==> src/rtl/fetch_unit_pkg.sv <==
// fetch_unit_pkg: shared ISA constants, fetch FSM encodings and PC helpers.
package fetch_unit_pkg;
  localparam logic [5:0] OP_RTYPE = 6'h00;
  localparam logic [5:0] OP_J     = 6'h02;
  localparam logic [5:0] OP_JAL   = 6'h03;
  localparam logic [5:0] OP_BEQ   = 6'h04;
  localparam logic [5:0] OP_BNE   = 6'h05;
  localparam logic [5:0] OP_LW    = 6'h23;
  localparam logic [5:0] OP_SW    = 6'h2B;
  localparam logic [1:0] ST_REQ  = 2'd0;
  localparam logic [1:0] ST_WAIT = 2'd1;
  localparam logic [1:0] ST_DROP = 2'd2;
  localparam logic [31:0] RESET_PC_DEFAULT = 32'h0000_0000;
  function automatic logic [31:0] word_align(input logic [31:0] a);
    return {a[31:2], 2'b00};
  endfunction
endpackage

==> src/rtl/fetch_unit_if.sv <==
// fetch_unit_if: imem request/response, redirect and decode-side signals of the fetch stage.
interface fetch_unit_if;
  logic        imemReqValid;
  logic [31:0] imemReqAddr;
  logic        imemReqReady;
  logic        imemRespValid;
  logic [31:0] imemRespData;
  logic        redirectValid;
  logic [31:0] redirectPC;
  logic        ifValid;
  logic [31:0] ifPC;
  logic [31:0] ifInstr;
  logic        ifReady;
  modport master (
    output imemReqValid, imemReqAddr, ifValid, ifPC, ifInstr,
    input  imemReqReady, imemRespValid, imemRespData, redirectValid, redirectPC, ifReady
  );
  modport slave (
    input  imemReqValid, imemReqAddr, ifValid, ifPC, ifInstr,
    output imemReqReady, imemRespValid, imemRespData, redirectValid, redirectPC, ifReady
  );
endinterface

==> src/rtl/fetch_out_reg.sv <==
// fetch_out_reg: one-entry instruction holding register between fetch and decode.
module fetch_out_reg (
  input  logic        clk,
  input  logic        rst,
  input  logic        load,
  input  logic        accept,
  input  logic        flush,
  input  logic [31:0] load_pc,
  input  logic [31:0] load_instr,
  output logic        valid,
  output logic [31:0] pc,
  output logic [31:0] instr
);
  always_ff @(posedge clk) begin
    if (rst) begin
      valid <= 1'b0;
      pc    <= '0;
      instr <= '0;
    end else begin
      valid <= flush ? 1'b0 : load ? 1'b1 : accept ? 1'b0 : valid;
      if (load && !flush) begin
        pc    <= load_pc;
        instr <= load_instr;
      end
    end
  end
endmodule

==> src/rtl/fetch_unit.sv <==
// fetch_unit: single-outstanding instruction fetch FSM with redirect handling.
module fetch_unit
  import fetch_unit_pkg::*;
#(
  parameter logic [31:0] RESET_PC = RESET_PC_DEFAULT
) (
  input  logic         clk,
  input  logic         reset,
  fetch_unit_if.master bus
);
  logic [1:0]  state;
  logic [1:0]  state_nx;
  logic [31:0] pc;
  logic [31:0] req_pc;
  logic        accept;
  logic        resp_load;
  assign bus.imemReqValid = (state == ST_REQ) && (!bus.ifValid || bus.ifReady);
  assign bus.imemReqAddr  = pc;
  assign accept    = bus.imemReqValid && bus.imemReqReady;
  assign resp_load = (state == ST_WAIT) && bus.imemRespValid && !bus.redirectValid;
  // A redirect while a request is in flight turns its response into one to discard.
  always_comb begin
    state_nx = ST_REQ;
    state_nx = (state == ST_REQ)  ? (accept ? (bus.redirectValid ? ST_DROP : ST_WAIT) : ST_REQ) :
               (state == ST_WAIT) ? (bus.imemRespValid ? ST_REQ : bus.redirectValid ? ST_DROP : ST_WAIT) :
               (state == ST_DROP) ? (bus.imemRespValid ? ST_REQ : ST_DROP) :
               ST_REQ;
  end
  always_ff @(posedge clk) begin
    if (reset) begin
      state  <= ST_REQ;
      pc     <= RESET_PC;
      req_pc <= '0;
    end else begin
      state <= state_nx;
      if (bus.redirectValid) pc <= word_align(bus.redirectPC);
      else if (resp_load) pc <= req_pc + 32'd4;
      if (accept) req_pc <= pc;
    end
  end
  fetch_out_reg u_out (
    .clk        (clk),
    .rst        (reset),
    .load       (resp_load),
    .accept     (bus.ifValid && bus.ifReady),
    .flush      (bus.redirectValid),
    .load_pc    (req_pc),
    .load_instr (bus.imemRespData),
    .valid      (bus.ifValid),
    .pc         (bus.ifPC),
    .instr      (bus.ifInstr)
  );
endmodule

==> src/flat_wrapper.sv <==
// flat-port wrapper written by rule: the top's interface ports become plain ports
module fetch_unit_flat import fetch_unit_pkg::*;
#(
  parameter logic [31:0] RESET_PC = RESET_PC_DEFAULT
)
  (clk, reset, bus_imemReqValid, bus_imemReqAddr, bus_ifValid, bus_ifPC, bus_ifInstr, bus_imemReqReady, bus_imemRespValid, bus_imemRespData, bus_redirectValid, bus_redirectPC, bus_ifReady);
  fetch_unit_if bus_i ();
  input  logic clk;
  input  logic reset;
  output wire logic [$bits(bus_i.imemReqValid)-1:0] bus_imemReqValid;
  output wire logic [$bits(bus_i.imemReqAddr)-1:0] bus_imemReqAddr;
  output wire logic [$bits(bus_i.ifValid)-1:0] bus_ifValid;
  output wire logic [$bits(bus_i.ifPC)-1:0] bus_ifPC;
  output wire logic [$bits(bus_i.ifInstr)-1:0] bus_ifInstr;
  input wire logic [$bits(bus_i.imemReqReady)-1:0] bus_imemReqReady;
  input wire logic [$bits(bus_i.imemRespValid)-1:0] bus_imemRespValid;
  input wire logic [$bits(bus_i.imemRespData)-1:0] bus_imemRespData;
  input wire logic [$bits(bus_i.redirectValid)-1:0] bus_redirectValid;
  input wire logic [$bits(bus_i.redirectPC)-1:0] bus_redirectPC;
  input wire logic [$bits(bus_i.ifReady)-1:0] bus_ifReady;
  assign bus_imemReqValid = bus_i.imemReqValid;
  assign bus_imemReqAddr = bus_i.imemReqAddr;
  assign bus_ifValid = bus_i.ifValid;
  assign bus_ifPC = bus_i.ifPC;
  assign bus_ifInstr = bus_i.ifInstr;
  assign bus_i.imemReqReady = bus_imemReqReady;
  assign bus_i.imemRespValid = bus_imemRespValid;
  assign bus_i.imemRespData = bus_imemRespData;
  assign bus_i.redirectValid = bus_redirectValid;
  assign bus_i.redirectPC = bus_redirectPC;
  assign bus_i.ifReady = bus_ifReady;
  fetch_unit #(.RESET_PC(RESET_PC)) u_core (.clk(clk), .reset(reset), .bus(bus_i));
endmodule
==> config.mk <==
export PLATFORM = sky130hd
export DESIGN_NAME = fetch_unit_flat
export DESIGN_NICKNAME = d
export VERILOG_FILES = /design/src/rtl/fetch_unit_pkg.sv /design/src/rtl/fetch_unit_if.sv /design/src/rtl/fetch_out_reg.sv /design/src/rtl/fetch_unit.sv /design/src/flat_wrapper.sv
export SDC_FILE = /design/constraint.sdc
export NUM_CORES = 1
export LEC_CHECK = 0
export BUFFER_PORTS_ARGS = -buffer_cell sky130_fd_sc_hd__buf_2
export CAP_MARGIN = 20
export CORE_ASPECT_RATIO = 0.6
export CORE_MARGIN = 5
export CORE_UTILIZATION = 25
export DETAILED_ROUTE_END_ITERATION = 8
export GPL_ROUTABILITY_DRIVEN = 1
export PLACE_DENSITY = 0.45
export SYNTH_ARGS = -nofsm -noshare
export SYNTH_HDL_FRONTEND = slang
export SYNTH_SLANG_ARGS = --single-unit
==> constraint.sdc <==
create_clock -name clk -period 2.95 [get_ports clk]
set_input_delay 0.1475 -clock clk [delete_from_list [all_inputs] [get_ports clk]]
set_output_delay 0.1475 -clock clk [all_outputs]
set_load 0.02 [all_outputs]
Word level (Yosys, flattened, before mapping)
Cells that the tools add are included.

Bits in writable memories: 0. Output and inout port bits: 98. Bits in latches: 0. ROM bits: 0. Bits of input ports: 70. Bits in registers: 131. Memories kept: 0.

Shift-type cells: 0. Divide/modulo/power cells: 0. Multiplexer cells: 11. $add $sub $neg: 1. Bitwise gates (word level): 0. Equality and inequality tests: 2. Reductions and logical operators: 13. $lt $le $gt $ge: 0. Multiply operators: 0.

Operators with widths (number): 32-bit two-way mux (2); 32-bit by 3-bit adder with 32-bit output (second input constant) (1); 2-bit two-way mux (7); 1-bit logical AND (6); 2-bit nonzero test (2); 2-bit by 1-bit == test with 1-bit output (second input constant) (1); 2-bit == test (second input constant) (1); 1-bit zero test (2); 2-bit zero test (1); 1-bit two-way mux (2); 2-bit OR reduction (1); 1-bit logical OR (1).

Longest topological paths before layout
Depth after elaboration: 6. Mapped depth: 7.

Hierarchy
A second synthesis with hierarchy kept.

Cell total of the unflattened synthesis: 733. Area total of the unflattened synthesis: 6311.1 µm².

Modules (own cells, without submodules): fetch_unit (area an instance 3278.1 µm², cells each 437, times used 1, seq. area each 1321.3 µm²); fetch_out_reg (area an instance 3032.9 µm², cells each 296, times used 1, seq. area each 1301.2 µm²).

Worst setup path after synthesis
OpenSTA, ideal clock, no wires.

Path type: register to register. Start point: register u_core.req_pc[4]. End point: register u_core.pc[16] (netlist: u_core.bus.imemReqAddr[16]). Stages on the path, launching flop included: 6. Setup time: 0.075 ns. Buffers on the path: 1. Path slack: 1.310 ns. Data arrival time: 1.565 ns. Cells stage by stage: dfxtp_1 -> and4_1 -> nand4_1 -> buf_2 -> or4_1 -> a31oi_1.

Longest elaborated chain between the ends: 3.

Ends and longest elaborated chain: from (decl) (RTL line fetch_unit.sv:14) `logic [31:0] req_pc;`; from (signal assigned) (RTL line fetch_unit.sv:38) `if (accept) req_pc <= pc;`; 32-bit by 3-bit adder with 32-bit output (RTL line fetch_unit.sv:37) `else if (resp_load) pc <= req_pc + 32'd4;`; 32-bit two-way mux (RTL line fetch_unit.sv:37); 32-bit two-way mux (RTL line fetch_unit.sv:36) `if (bus.redirectValid) pc <= word_align(bus.redirectPC);`; to (signal assigned) (RTL line fetch_unit.sv:36); to (signal assigned) (RTL line fetch_unit.sv:37); to (decl) (RTL line fetch_unit.sv:13) `logic [31:0] pc;`.

Every way passes these cells. The select of a mux whose other input is x is not followed. A chain may end at the register's enable or synchronous reset.

Worst setup path after layout
Start point: register u_core.req_pc[2]. End point: register u_core.pc[28] (netlist: u_core.bus.imemReqAddr[28]).

Same word-level chain as after synthesis.

==> flow_metrics.py <==
metrics = {
    "power_and_ir_drop": {
        "finalPower_uw": 4210,
        "switching_share_pct": 25.3,
        "p_seq_share_pct": 44.3,
        "leakage_uw": 0.00294,
        "combPwrFrac_pct": 9.0,
        "p_per_area_mw_per_mm2": 566,
        "p_int_uw": 3140,
        "ir_drop_uv": 388,
        "switching_power_uw": 1070,
        "clkPwrFrac_pct": 46.7,
    },
    "worst_setup_path": {
        "worstSetupPathType": "flip-flop to flip-flop",
        "worstSetupEndpointType": "flip-flop",
        "ff2ff_setup_slack_ns": 0.76,
        "path_max_fanout": 7,
        "crit_required_ns": 3.27,
        "crit_path_start_kind": "flip-flop",
        "worstPathArrival_ns": 2.52,
    },
    "yosys": {
        "synth-main-ff-cell": "dfxtp_1",
        "postSynthCellCount": 695,
        "synth_top_family_by_area": "simple AND/OR/NAND/NOR gates",
        "syn_area_mm2": 0.00539,
        "synthTopCellsByArea": "dfxtp_1, nand2_1, a21oi_1, nor2_1, clkbuf_1",
        "ys_types": 47,
        "yosys_warnings": 0,
        "yosysTopAreaCell": "dfxtp_1",
        "synthSimpleGateAreaFrac_pct": 26.1,
        "ys_async_sr_fraction_pct": 0,
        "post-synth-top-count-cell": "nand2_1",
        "synthesis.nets": 766,
        "synth-adder-area-share_pct": 0.232,
        "muxShareOfSynthArea_pct": 0.186,
        "synth_edf_count": 0,
        "synth_top_area_share_pct": 48.7,
        "synth.avg_cell_area_um2": 7.75,
        "seq_area_frac_synth_pct": 48.7,
        "synth_top_cells_by_count": "nand2_1, dfxtp_1, a21oi_1",
        "synth_compound_area_share_pct": 17.0,
        "synth-xor-area-share_pct": 3.58,
        "synth-seq-cells": 131,
    },
    "global_route": {
        "grt_pass1_wl_mm": 28.8,
        "grt_max_degree": 69,
        "track_usage_pct": 15.0,
        "grt_pass1_vias": 5221,
        "grt_overflow_total": 0,
        "antenna_found_initial": 0,
    },
    "timing": {
        "skew_ns": 0.0101,
        "period_share_pct": 74.3,
        "period_minus_slack_ns": 2.19,
        "fmax_mhz": 456,
        "hold_viol": 0,
        "setup-violations-final": 0,
        "rsz0062_at_grt": "false",
        "relSlewSlack_pct": 48.4,
        "tightestPinTransition_ns": 0.774,
        "finalMaxSlewViolations": 0,
        "finalSetupTns_ns": 0,
    },
    "layout": {
        "n_antenna_cell": 0,
        "syn2layout_area_growth_pct": 38.2,
        "num-fill-cells": 2268,
        "final_nets": 954,
        "drive_above_1_share_pct": 24.7,
    },
    "route": {
        "firstDrtPassIters": 4,
        "via_count": 5300,
        "wire_per_inst_um": 15.9,
        "drt-initial-drc-count": 238,
        "avgViaCountPerCell": 4.51,
        "ant_nets": 0,
        "wl_mm": 18.7,
        "drc": 0,
    },
    "place": {
        "io_buffers": 165,
        "globalplace.congestion": 0.742,
        "dpl.hpwl_mm": 12.7,
    },
    "clocking": {
        "cts_tree": "built",
        "htreeDepth": 4,
        "cts-buffers-inserted": 17,
        "clock_latency_ns": 0.42,
        "clock_sinks": 131,
        "clockRootBuffer": "clkbuf_16",
        "postCtsSetupRepairBufs": 0,
        "clk_path_buf_depth": 2,
        "clk_pin_slew_ns": 0.06,
    },
    "job": {
        "maxCapViolations": 0,
    },
    "outcome": {
        "status": "finished, final reports clean",
    },
    "floorplanning": {
        "boundaryPins": 168,
        "rows": 41,
        "dieArea_mm2": 0.0247,
        "die-height_um": 124,
        "start_util_pct": 25.5,
        "core_area_mm2": 0.0211,
        "die_w_um": 199,
    },
    "hold_path": {
        "hold_path.class": "primary input to flip-flop",
    },
}
[per-layer routing]
metal | track usage [%] | up-vias | share of wire, %
li1 | - | 2715 | -
met1 | 21.7 | 2432 | 50
met2 | 22.0 | 138 | 43
met3 | 4.43 | 15 | 6.4
met4 | 3.73 | 0 | 0.76
met5 | 0 | - | 0
[worst max-delay path: stages (launching register included)]
cell and delay [ns]:
dfxtp_1 0.43, ha_1 0.35, nand4_1 0.38, buf_4 0.30, nor3_1 0.28, xnor2_1 0.12, a211oi_1 0.24
[path summary, 6_finish.rpt]
check,from,endpoint,depth (start not counted)
worst min register to register,u_core.u_out.pc[15]$_SDFFE_PP0P_,u_core.u_out.pc[15]$_SDFFE_PP0P_,2
worst max register to register,u_core.req_pc[2]$_SDFFE_PP0N_,u_core.bus.imemReqAddr[28]$_SDFFE_PP0P_,6
worst min-delay path,bus_redirectPC[18],u_core.bus.imemReqAddr[18]$_SDFFE_PP0P_,3
worst max-delay path,u_core.req_pc[2]$_SDFFE_PP0N_,u_core.bus.imemReqAddr[28]$_SDFFE_PP0P_,6
[power groups by stage]
stage	Clock, uW	Sequential [uW]	Combinational (uW)
final	1960	1870	381
after global routing	2110	1870	420
after CTS	2020	1870	386
after detailed placement	0	1900	342
after global placement	0	1900	343
after floorplan	0	1930	159
[final cells by class]
type | count | area, um2 | share of cell area, %
Clock buffer | 21 | 450 | 6.05
Clock inverter | 10 | 86.3 | 1.16
Inverter | 7 | 26.3 | 0.353
Multi-Input combinational cell | 507 | 2550 | 34.2
Sequential cell | 131 | 2620 | 35.2
Tap cell | 279 | 349 | 4.69
Timing Repair Buffer | 219 | 1360 | 18.3
[cells by family after synthesis]
kind of cell / count (synthesis)
fa+ha+maj: 1
flops: 131
simple gates: 322
compound gates: 161
buf+inv: 57
xor+xnor: 22
mux: 1
[sequential cells by signal, summed over array words and instances, names as in the netlist]
register and cells:
u_core.u_out.instr 32, u_core.state 2, u_core.u_out.valid 1, u_core.req_pc 32, u_core.bus.imemReqAddr 32, u_core.u_out.pc 32
[placed cells by master (no fill, tap or decap), types with 10 or more instances in the layout]
cell type,Yosys,routed
nor2_1,47,46
buf_2,2,164
nand4_1,11,11
dfxtp_1,131,131
a21oi_1,125,125
buf_4,0,12
dlygate4sd3_1,0,41
nand2_1,218,218
clkbuf_16,0,17
xnor2_1,17,17
a211oi_1,10,10
[per-stage QoR]
stage	area, um2	cells	utilization [%]	worst slack [ns]	hold slack [ns]
final	7450	1174	35.3	0.758	0.0150
after global routing	7450	1174	35.3	0.475	0.00797
after CTS	7450	1174	35.3	0.682	0.000446
after detailed placement	6500	1102	30.8	0.726	0.385
after global placement	6500	1102	30.8	0.786	0.385
after floorplan	5390	695	-	1.31	0.284
[repair_timing]
| item | in CTS | in global routing |
|---|---|---|
| hold buffers | 41 | 0 |
| resized for setup | 0 | 0 |
| endpoints found under the hold margin | 41 | 0 |
No activity file was read; power rests on OpenSTA's default activity.
